--- config.mk ---
export PLATFORM = sky130hd
export DESIGN_NAME = alu_decode
export DESIGN_NICKNAME = d
export VERILOG_FILES = /design/src/rtl/alu_decode.sv
export SDC_FILE = /design/constraint.sdc
export NUM_CORES = 1
export LEC_CHECK = 0
export CAP_MARGIN = 5
export CORE_MARGIN = 5
export CORE_UTILIZATION = 43
export CTS_CLUSTER_DIAMETER = 200
export DETAILED_ROUTE_END_ITERATION = 10
export GPL_TIMING_DRIVEN = 0
export PLACE_DENSITY = 0.83
export SKIP_LAST_GASP = 1
export SYNTH_ARGS = -nofsm -noshare
export SYNTH_HDL_FRONTEND = slang
export SYNTH_SLANG_ARGS = --single-unit
--- constraint.sdc ---
create_clock -name clk -period 1.5 [get_ports clk]
set_input_delay 0.375 -clock clk [delete_from_list [all_inputs] [get_ports clk]]
set_output_delay 0.375 -clock clk [all_outputs]
set_load 0.01 [all_outputs]
--- src/rtl/alu_decode.sv ---
// alu_decode: Beta ALU decode/operand stage feeding execute through a 2-entry skid buffer.
// Define ALU_DECODE_BYPASS_EN to forward writeback data into the register operands.
module alu_decode (
    input  logic        clk,
    input  logic        rst_n,
    input  logic        in_valid,
    output logic        in_ready,
    input  logic [31:0] in_instr,
    output logic [4:0]  rf_ra_addr,
    output logic [4:0]  rf_rb_addr,
    input  logic [31:0] rf_ra_data,
    input  logic [31:0] rf_rb_data,
    input  logic        wb_we,
    input  logic [4:0]  wb_addr,
    input  logic [31:0] wb_data,
    output logic        out_valid,
    input  logic        out_ready,
    output logic [5:0]  out_fn,
    output logic [31:0] out_a,
    output logic [31:0] out_b,
    output logic [4:0]  out_rc,
    output logic        out_illegal
);
    typedef enum logic [1:0] {EMPTY, ONE, FULL} state_t;
    // payload layout: {illegal, fn, rc, a, b}
    localparam logic [75:0] PL_RST = {1'b0, 6'd0, 5'd31, 64'd0};

    logic [5:0]  op;
    logic [4:0]  rc, ra, rb;
    logic [5:0]  fn;
    logic        legal;
    logic        byp_a, byp_b;
    logic [31:0] a_d, b_d;
    logic [75:0] pl_d, out_q, skid_q;
    state_t      state_q;
    logic        in_ready_q, out_valid_q;

    assign op = in_instr[31:26];
    assign rc = in_instr[25:21];
    assign ra = in_instr[20:16];
    assign rb = in_instr[15:11];
    assign rf_ra_addr = ra;
    assign rf_rb_addr = rb;

`ifdef ALU_DECODE_BYPASS_EN
    assign byp_a = wb_we && wb_addr == ra && ra != 5'd31;
    assign byp_b = wb_we && wb_addr == rb && rb != 5'd31;
`else
    logic unused_wb;
    assign unused_wb = ^{wb_we, wb_addr};
    assign byp_a = 1'b0;
    assign byp_b = 1'b0;
`endif

    always_comb begin
        fn = 6'b010000;
        legal = op[5];
        case (op[3:0])
            4'h0: fn = 6'b010000;
            4'h1: fn = 6'b010001;
            4'h4: fn = 6'b000011;
            4'h5: fn = 6'b000101;
            4'h6: fn = 6'b000111;
            4'h8: fn = 6'b101000;
            4'h9: fn = 6'b101110;
            4'hA: fn = 6'b100110;
            4'hB: fn = 6'b101001;
            4'hC: fn = 6'b110000;
            4'hD: fn = 6'b110001;
            4'hE: fn = 6'b110011;
            default: legal = 1'b0;
        endcase
    end

    assign a_d = (ra == 5'd31) ? 32'd0 : byp_a ? wb_data : rf_ra_data;
    assign b_d = op[4] ? {{16{in_instr[15]}}, in_instr[15:0]}
               : (rb == 5'd31) ? 32'd0 : byp_b ? wb_data : rf_rb_data;
    assign pl_d = legal ? {1'b0, fn, rc, a_d, b_d} : {1'b1, 6'b010000, 5'd31, 64'd0};

    assign in_ready = in_ready_q;
    assign out_valid = out_valid_q;
    assign {out_illegal, out_fn, out_rc, out_a, out_b} = out_q;

    // in_ready_q is high in EMPTY and ONE, so in_valid alone marks an accept there
    always_ff @(posedge clk or negedge rst_n) begin
        if (!rst_n) begin
            state_q     <= EMPTY;
            in_ready_q  <= 1'b1;
            out_valid_q <= 1'b0;
            out_q       <= PL_RST;
            skid_q      <= PL_RST;
        end else begin
            case (state_q)
                EMPTY: if (in_valid) begin
                    out_q       <= pl_d;
                    out_valid_q <= 1'b1;
                    state_q     <= ONE;
                end
                ONE: if (in_valid && out_ready) begin
                    out_q <= pl_d;
                end else if (in_valid) begin
                    skid_q     <= pl_d;
                    in_ready_q <= 1'b0;
                    state_q    <= FULL;
                end else if (out_ready) begin
                    out_valid_q <= 1'b0;
                    state_q     <= EMPTY;
                end
                FULL: if (out_ready) begin
                    out_q      <= skid_q;
                    in_ready_q <= 1'b1;
                    state_q    <= ONE;
                end
                default: begin
                    state_q     <= EMPTY;
                    in_ready_q  <= 1'b1;
                    out_valid_q <= 1'b0;
                end
            endcase
        end
    end
endmodule
==> run_results.csv <==
group,metric,value,unit
sta,period_minus_slack,1.69,ns
synth,syn-cell-area,7480,µm²
drt,drc,0,
clock_network,htreeDepth,4,
sta,relSlewSlack,0.565,
final_layout,nets,1168,
sta,setup_slack,-0.189,ns
critical_path,worstPathCellList,"nand3b_1 > buf_6 > or4b_4 > o21ai_2 > a31oi_1",
run_status,status,"finished with violations",
final_layout,drive_gt1_frac,0.267,
sta,tightest_slew,0.652,ns
drt,wl_met1,9260,µm
drt,wl_per_cell,19.7,µm
critical_path,crit_path_start_kind,"flip-flop",
critical_path,startpoint,"state_q[0]",
drt,dr.pass1.iters,7,
drt,vias,7256,
synth,async_flop_share,1.00,
clock_network,insertion_delay,0.43,ns
final_layout,layout_common_cells,"145 x dfrtp_1, 109 x nand2_1, 87 x o21ai_1, 82 x clkdlybuf4s50_1, 67 x dlygate4sd2_1",
drt,drtIter0Drc,462,
synth,synth-seq-area-share,0.524,
job,drv_cap,0,
place,place_congestion,0.828,
synth,ys_types,49,
final_layout,nFillCells,1316,
drt,dr_wl_met2,12500,µm
die,dieHeight,142,µm
final_layout,area_delta_synth_final,50.5,%
clock_network,path_clk_slew,0.06,ns
synth,synth_top_area_frac,0.485,
synth,synth_edf_count,0,
clock_network,cts_tree,"built",
sta,finalHoldViolCount,0,
grt,grt_pass1_vias,7451,
place,numPortBuffers,183,
pwr,powerDensity,1320,nW/µm²
critical_path,worst-endpoint-required,1.85,ns
critical_path,cp_slowest_cell,"or4b_4",
synth,syn_inst,782,
critical_path,worst-path-max-fanout,5,
grt,overflow,0,
clock_network,cts_max_path_buffers,2,
die,row_count,48,
synth,ys_warn_count,0,
sta,fin_crit_sh,1.13,
die,fp.dieW,142,µm
synth,synthTopCellsByArea,"dfrtp_1 48%, nand2_1 5.5%, o21ai_1 4.7%",
grt,grt_start_max_net_pins,89,
final_layout,final_common_cell,"dfrtp_1",
critical_path,cp_data_arrival_time,2.04,ns
synth,synth.largest_area_cell,"dfrtp_1",
die,start_util,0.436,
grt,grt_pass1_wl,38400,µm
sta,setup-violations-final,155,
hold_path,hold_path.class,"primary input to flip-flop",
synth,syn-num-nets,920,
clock_network,cts_sinks,156,
synth,synth_ff_type,"dfrtp_1",
drt,wl_met3,2810,µm
clock_network,numCtsBuffers,17,
drt,ant_nets,0,
grt,antenna_found_initial,4,
pwr,irDropWorstVdd,0.000930,V
pwr,total_power,14.9,mW
critical_path,end_kind,"flip-flop",
place,dp_hpwl,16100,µm
critical_path,max_stage_delay,0.51,ns
sta,fin_skew,0.00728,ns
grt,track_usage,0.240,
critical_path,path_buf_inv,1,
sta,tns,-11.80,ns
die,core_area,17200,µm²
synth,synthesis.area_per_instance,9.57,µm²
sta,max_freq,592,MHz
die,die_area,20100,µm²
critical_path,crit_family,"simple AND/OR/NAND/NOR gates",
die,ios,226,
drt,routed_wl,25000,µm
run_status,violations,"setup timing",
sta,grt_setup_unrepaired,"true",
synth,ys_ff_latch,156,
sta,slew_viol_final,0,
final_layout,fin_util,0.655,
drt,topRoutingLayerUsed,"met5",
clock_network,root_buffer,"clkbuf_16",
critical_path,timing.rr.start,"state_q[0]",
hold_path,hold_path.startpoint,"out_ready",
pwr,p_leak,4.98,nW
drt,vias_per_cell,5.71,
critical_path,worst-setup-path-type,"flip-flop to flip-flop",
==> where the power goes <==
part	switching, mW	internal [mW]
Sequential	0.764	5.32
Combinational	2.37	2.42
Clock	1.86	2.19
==> what timing repair did <==
| action | 4_1_cts | 5_1_grt |
|---|---|---|
| setup endpoints to repair | 242 | 300 |
| gates resized for setup | 293 | 101 |
| hold buffers | 1 | 0 |
| cloned | 8 | 1 |
| setup buffers | 35 | 4 |
| endpoints found under the hold margin | 68 | 0 |
| pin swaps | 10 | 12 |
==> per-layer routing <==
| metal | vias up | GRT usage |
|---|---|---|
| li1 | 3307 | - |
| met4 | 6 | 0.0737 |
| met5 | - | 0 |
| met1 | 3488 | 0.287 |
| met3 | 45 | 0.0816 |
| met2 | 410 | 0.412 |
==> cells by family after synthesis <==
family | Yosys count | synth area share
compound gates | 324 | 0.272
xor+xnor | 2 | 0.00234
buf+inv | 87 | 0.0540
flops | 156 | 0.524
mux | 17 | 0.0231
simple gates | 196 | 0.125
==> stage by stage <==
step                      hold WS, ns  cell area (µm²)  setup WS, ns  std cells
after detailed placement        0.429             9630        -0.966       1191
after global routing            0.374            11300        -0.297       1269
after floorplan                0.0794             7490       -0.0259        782
final                           0.306            11300        -0.189       1270
after CTS                       0.301            10900        -0.171       1266
after global placement          0.458             9600         -6.29       1190
==> layout make-up <==
cell class	count	area, µm²	area share
multi-input cells	539	3690	0.328
plain buffers	81	576	0.0511
diodes	2	5.00	0.000445
inverters	5	18.8	0.00167
clock inverters	14	110	0.00978
well taps	225	282	0.0250
clock buffers	18	439	0.0390
flip-flops and latches	156	3920	0.348
repair buffers	230	2220	0.197
==> cell usage after synthesis (6+ instances only) <==
library cell / instances
dfrtp_1: 145
nand2_1: 110
o21ai_1: 70
o21ai_0: 61
a21oi_1: 54
clkbuf_1: 35
o22ai_1: 33
a22oi_1: 32
a2bb2oi_1: 32
buf_2: 32
nor2_1: 28
nor2b_1: 22
mux2i_1: 15
dfstp_2: 11
a31oi_1: 10
buf_4: 10
o31ai_2: 10
nand2b_1: 7
o31ai_1: 6
==> path summary, 6_finish.rpt <==
| path | endpoint | slack [ns] | cells after the start |
|---|---|---|---|
| worst max-delay path | out_q[68] | -0.19 | 5 |
| worst min-delay path | state_q[1] | 0.31 | 2 |
| worst max register to register | out_q[68] | -0.19 | 5 |
| worst min register to register | skid_q[69] | 0.48 | 2 |
| max in group asynchronous | out_q[66] | 0.08 | 3 |
| min in group asynchronous | out_q[52] | 0.52 | 2 |
==> state kept, by name, summed over array words and instances, names as in the netlist <==
name,flops
state_q,2
out_q,76
skid_q,76
out_valid,1
in_ready,1
Power figures use the tool's default switching activity.
